### config.mk
export PLATFORM = sky130hd
export DESIGN_NAME = alu_operand_stage
export DESIGN_NICKNAME = d
export VERILOG_FILES = /design/src/rtl/alu_operand_stage.sv
export SDC_FILE = /design/constraint.sdc
export NUM_CORES = 1
export LEC_CHECK = 0
export BUFFER_PORTS_ARGS = -buffer_cell sky130_fd_sc_hd__buf_2
export CAP_MARGIN = 20
export CORE_MARGIN = 3
export CORE_UTILIZATION = 45
export CTS_CLUSTER_SIZE = 16
export DETAILED_ROUTE_END_ITERATION = 6
export GPL_TIMING_DRIVEN = 0
export PLACE_DENSITY = 0.83
export REMOVE_ABC_BUFFERS = 1
export SLEW_MARGIN = 20
export SYNTH_ARGS = -nofsm -noshare
export SYNTH_HDL_FRONTEND = slang
export SYNTH_SLANG_ARGS = --single-unit
### constraint.sdc
create_clock -name clk -period 2.95 [get_ports clk]
set_input_delay 0.1475 -clock clk [delete_from_list [all_inputs] [get_ports clk]]
set_output_delay 0.1475 -clock clk [all_outputs]
set_load 0.05 [all_outputs]
### src/rtl/alu_operand_stage.sv
// ID/EX pipeline register with MEM/WB operand forwarding feeding the ALU.
// Supports stall (hold, with WB refresh of captured operands) and flush (bubble).
module alu_operand_stage #(
    parameter int XLEN  = 32,
    parameter int REGW  = 5,
    parameter int CTRLW = 4
) (
    input  logic             clk,
    input  logic             reset,
    input  logic             Stall,
    input  logic             Flush,
    input  logic             IdValid,
    input  logic [XLEN-1:0]  IdRs1Data,
    input  logic [XLEN-1:0]  IdRs2Data,
    input  logic [XLEN-1:0]  IdImm,
    input  logic [REGW-1:0]  IdRs1,
    input  logic [REGW-1:0]  IdRs2,
    input  logic [REGW-1:0]  IdRd,
    input  logic             IdALUSrcB,
    input  logic [CTRLW-1:0] IdALUControl,
    input  logic             IdRegWrite,
    input  logic             MemRegWrite,
    input  logic [REGW-1:0]  MemRd,
    input  logic [XLEN-1:0]  MemALUResult,
    input  logic             WbRegWrite,
    input  logic [REGW-1:0]  WbRd,
    input  logic [XLEN-1:0]  WbResult,
    output logic [XLEN-1:0]  SrcA,
    output logic [XLEN-1:0]  SrcB,
    output logic [CTRLW-1:0] ALUControl,
    output logic [XLEN-1:0]  ExStoreData,
    output logic [REGW-1:0]  ExRd,
    output logic             ExRegWrite,
    output logic             ExValid,
    output logic [1:0]       ForwardA,
    output logic [1:0]       ForwardB
);

    localparam logic [1:0] FWD_REG = 2'b00;
    localparam logic [1:0] FWD_WB  = 2'b01;
    localparam logic [1:0] FWD_MEM = 2'b10;

    typedef struct packed {
        logic [XLEN-1:0]  rs1_data;
        logic [XLEN-1:0]  rs2_data;
        logic [XLEN-1:0]  imm;
        logic [REGW-1:0]  rs1;
        logic [REGW-1:0]  rs2;
        logic [REGW-1:0]  rd;
        logic             alu_src_b;
        logic [CTRLW-1:0] alu_control;
        logic             reg_write;
        logic             valid;
    } ex_state_t;

    ex_state_t ex_d, ex_q;

    always_comb begin
        ex_d = ex_q;
        if (Flush) begin
            ex_d = '0;
        end else if (Stall) begin
            // A result retiring from WB while we hold would otherwise be lost.
            if (WbRegWrite && (WbRd != '0) && (WbRd == ex_q.rs1))
                ex_d.rs1_data = WbResult;
            if (WbRegWrite && (WbRd != '0) && (WbRd == ex_q.rs2))
                ex_d.rs2_data = WbResult;
        end else begin
            ex_d.rs1_data    = IdRs1Data;
            ex_d.rs2_data    = IdRs2Data;
            ex_d.imm         = IdImm;
            ex_d.rs1         = IdRs1;
            ex_d.rs2         = IdRs2;
            ex_d.rd          = IdRd;
            ex_d.alu_src_b   = IdALUSrcB;
            ex_d.alu_control = IdALUControl;
            ex_d.reg_write   = IdRegWrite & IdValid;
            ex_d.valid       = IdValid;
        end
    end

    always_ff @(posedge clk) begin
        if (reset) ex_q <= '0;
        else       ex_q <= ex_d;
    end

    function automatic logic [1:0] fwd_sel(input logic [REGW-1:0] src);
        if (src == '0)                        return FWD_REG;
        else if (MemRegWrite && MemRd == src) return FWD_MEM;
        else if (WbRegWrite && WbRd == src)   return FWD_WB;
        else                                  return FWD_REG;
    endfunction

    logic [XLEN-1:0] fwd_rs1, fwd_rs2;

    always_comb begin
        ForwardA = fwd_sel(ex_q.rs1);
        ForwardB = fwd_sel(ex_q.rs2);
        case (ForwardA)
            FWD_MEM: fwd_rs1 = MemALUResult;
            FWD_WB:  fwd_rs1 = WbResult;
            default: fwd_rs1 = ex_q.rs1_data;
        endcase
        case (ForwardB)
            FWD_MEM: fwd_rs2 = MemALUResult;
            FWD_WB:  fwd_rs2 = WbResult;
            default: fwd_rs2 = ex_q.rs2_data;
        endcase
    end

    assign SrcA        = fwd_rs1;
    assign ExStoreData = fwd_rs2;
    assign SrcB        = ex_q.alu_src_b ? ex_q.imm : fwd_rs2;
    assign ALUControl  = ex_q.alu_control;
    assign ExRd        = ex_q.rd;
    assign ExRegWrite  = ex_q.reg_write;
    assign ExValid     = ex_q.valid;

endmodule

==> summary.md <==
| Metric | Value |
|---|---|
| Hold_sp | `WbResult[2]` |
| Post-layout power | `0.00517 W` |
| DIE AREA | `15600 sq um` |
| First-pass GRT wire length | `45.9 mm` |
| HP Class | `input pin to flip-flop` |
| Top post-synthesis cells by count | `118 x dfxtp_1, 66 x o21ai_0, 65 x a22oi_1, 65 x nand2_1` |
| Data required, critical path | `2.80 ns` |
| DRC | `2` |
| Initial Utilization | `0.470` |
| Layout Utilization | `0.843` |
| Max-Cap Viols | `0` |
| Distinct cells, synth | `30` |
| VDD IR max | `0.404 mV` |
| GP Congestion | `0.827` |
| Routed WL | `35.4 mm` |
| Mapped Cells | `706` |
| Top cell type by total area after synthesis | `dfxtp_1` |
| Worst r2r src | `ex_q[18]$_SDFFE_PP0N_` |
| Worst Setup SP | `ex_q[16]$_SDFFE_PP0N_` |
| #FFs+latches synth | `118` |
| Setup TNS | `-4.73 ns` |
| Final HPWL DP | `16.4 mm` |
| Largest net degree at the start of global routing | `56` |
| Synthesized area | `6340 sq um` |
| Filler cells | `606` |
| Vias in the first global route | `8459` |
| Vias per inst | `6.72` |
| Crit end category | `output pin` |
| Total number of vias | `8575` |
| Final ANT Viol Nets | `0` |
| Clock transition at path regs | `0.05 ns` |
| Fmax | `310 MHz` |
| Sink Count | `118` |
| Clk root buf | `clkbuf_16` |
| IO Pins | `309` |
| Post-synth top area share | `0.372` |
| Routed length per instance | `27.7 um` |
| Crit Path Class | `flip-flop to output pin` |
| Max-slew violation count | `0` |
| Hold Vio Cnt, Final | `0` |
| Hold slack | `0.0180 ns` |
| Max stage delay cell, worst path | `dfxtp_2` |
| Drt pass-1 iters | `7` |
| Unrepaired setup endpoints after global routing | `yes` |
| Yosys warns | `0` |
| Post-synth EDFFs | `0` |
| Status | `finished with violations` |
| Buffers on Ports | `308` |
| GRT Total Usage | `0.369` |
| Max stage delay on crit path | `0.37 ns` |
| Violated checks | `design-rule violations, negative setup slack` |
| Grt total ovfl | `0` |
| Num CTS Buffers | `17` |
| Initial antenna violation count | `1` |
| Core Area | `13500 sq um` |
| Chip Height | `125 um` |
| Seq/Total Area, Yosys | `0.372` |
| CTS tree | `done` |
| CP startpoint kind | `flip-flop` |
| Average size of a mapped cell | `8.99 sq um` |
| Final Cycle Share | `1.09` |
| Worst setup margin | `-0.276 ns` |
| Dominant synthesized flop cell | `dfxtp_1` |
| Worst EP arrival | `3.08 ns` |
| Most frequent cell after synthesis | `dfxtp_1` |
| Tmin final | `3.23 ns` |
| Area Growth Syn to Fin | `79.4%` |
| DP Worst Slack | `-0.256 ns` |
| Worst path cell trace | `xor2_1 -> nor4_2 -> nand3_1 -> and3_4 -> ha_4 -> buf_12 -> buf_16 -> o21ai_2 -> mux2_4 -> buf_8` |
| Die Wd | `125 um` |
| Clock latency on the worst-skew pair | `0.42 ns` |
| Crit-path max FO | `9` |
| Final setup fails | `51` |
| Num rows | `42` |
| Iter 0 DRT Violations | `1285` |
| Post-synth ARST share | `0` |
| Final Skew | `0.0118 ns` |
| Power per cell area | `454 nW/um^2` |
| Nets | `1288` |
| Layout cells sized above 1 | `0.492` |
| Top post-synthesis cells by area | `dfxtp_1 37%, a221o_1 10%, mux2i_1 8.2%` |
| Clk buf depth | `2` |
| H-tree levels | `4` |
| Pleak | `5.03 nW` |
| Worst relative slew slack | `0.388` |
| Actual slew at the worst max-slew pin | `0.917 ns` |
## layout make-up
cell class / instances / area, sq um / share of cell area
multi-input combinational: 518 / 4310 / 0.378
timing repair buffer: 431 / 3780 / 0.332
sequential: 118 / 2380 / 0.209
clock buffer: 23 / 468 / 0.0411
clock inverter: 9 / 220 / 0.0193
tap: 176 / 220 / 0.0193
antenna: 1 / 2.50 / 0.000220
## stage by stage
stage | area, sq um | std cells
after detailed placement | 8110 | 1132
after CTS | 10600 | 1249
after global routing | 11400 | 1276
final | 11400 | 1276
after global placement | 7760 | 1120
after floorplan | 6000 | 636
## kinds of logic (layout without fill, tap and decap cells)
family,count (synthesis),after routing,synth area share
AO/OA/AOI/OAI,202,202,0.240
XOR/XNOR,20,20,0.0276
adder cells (fa/ha/maj),4,4,0.00789
buffers and inverters,70,463,0.0550
flip-flops,118,118,0.372
multiplexers,84,84,0.139
other,0,1,0
AND/OR/NAND/NOR,208,208,0.159
## worst paths after layout
| path | end | slack (ns) | cells after the start |
|---|---|---|---|
| worst min register to register | ex_q[60]$_SDFFE_PP0P_ | 0.49 | 1 |
| worst min-delay path | ex_q[56]$_SDFFE_PP0P_ | 0.02 | 2 |
| worst max-delay path | SrcB[11] | -0.28 | 10 |
| worst max register to register | ex_q[113]$_SDFFE_PP0P_ | 0.56 | 6 |
## repair_timing
item / 4_1_cts / 5_1_grt
pin swaps: 9 / 22
cloned: 5 / 6
hold buffers: 64 / 1
setup endpoints to repair: 96 / 96
hold endpoints to repair: 69 / 1
gates resized for setup: 272 / 173
buffers inserted: 17 / 19
## cell usage in the layout (no fill, tap or decap), types with 3 or more instances in the layout
master,n
o21ai_2,34
mux2i_1,52
xnor2_1,4
buf_16,13
nand2_4,14
and2_1,64
buf_12,12
buf_2,211
buf_4,59
clkbuf_16,22
nand2_1,35
a22oi_2,11
dfxtp_2,7
xor2_1,16
dfxtp_1,108
nor2_1,58
nand3_1,4
mux2_4,30
nand2_2,16
o21ai_1,21
a221o_1,64
bufinv_16,7
clkbuf_1,4
dfxtp_4,3
buf_6,26
o21ai_0,3
o21ai_4,8
a22oi_1,54
dlygate4sd3_1,65
buf_8,39
or4_4,3
ha_4,4
## power by group
group | switching (W) | internal, W | leakage [nW] | total (W)
registers | 0.0000502 | 0.00165 | 0.967 | 0.00170
logic | 0.000550 | 0.000434 | 3.73 | 0.000984
clock network | 0.000770 | 0.00171 | 0.335 | 0.00248
total | 0.00137 | 0.00380 | 5.03 | 0.00517
## flip-flops by register name, summed over array words and instances (netlist names)
register,cells
ExRegWrite,1
ALUControl,4
ExRd,5
ex_q,107
ExValid,1
## worst max-delay path: cells and delay by family (launching register included)
family | cells | cell delay [ns]
and+or+nand+nor | 3 | 0.79
buffers and inverters | 3 | 0.46
DFF | 1 | 0.37
AOI/OAI and AO/OA | 1 | 0.31
muxes | 1 | 0.27
adders and majority gates | 1 | 0.25
xor gates and xnor gates | 1 | 0.21
## layer usage
metal / track usage / share of wire / vias to the layer above / routed length (um)
met1: 0.389 / 0.32 / 3942 / 11100
met5: 0 / 0 / - / 0
met4: 0.263 / 0.094 / 0 / 3310
li1: - / - / 3372 / -
met2: 0.629 / 0.46 / 934 / 16400
met3: 0.104 / 0.13 / 327 / 4550
No activity file was read; power rests on OpenSTA's default activity.
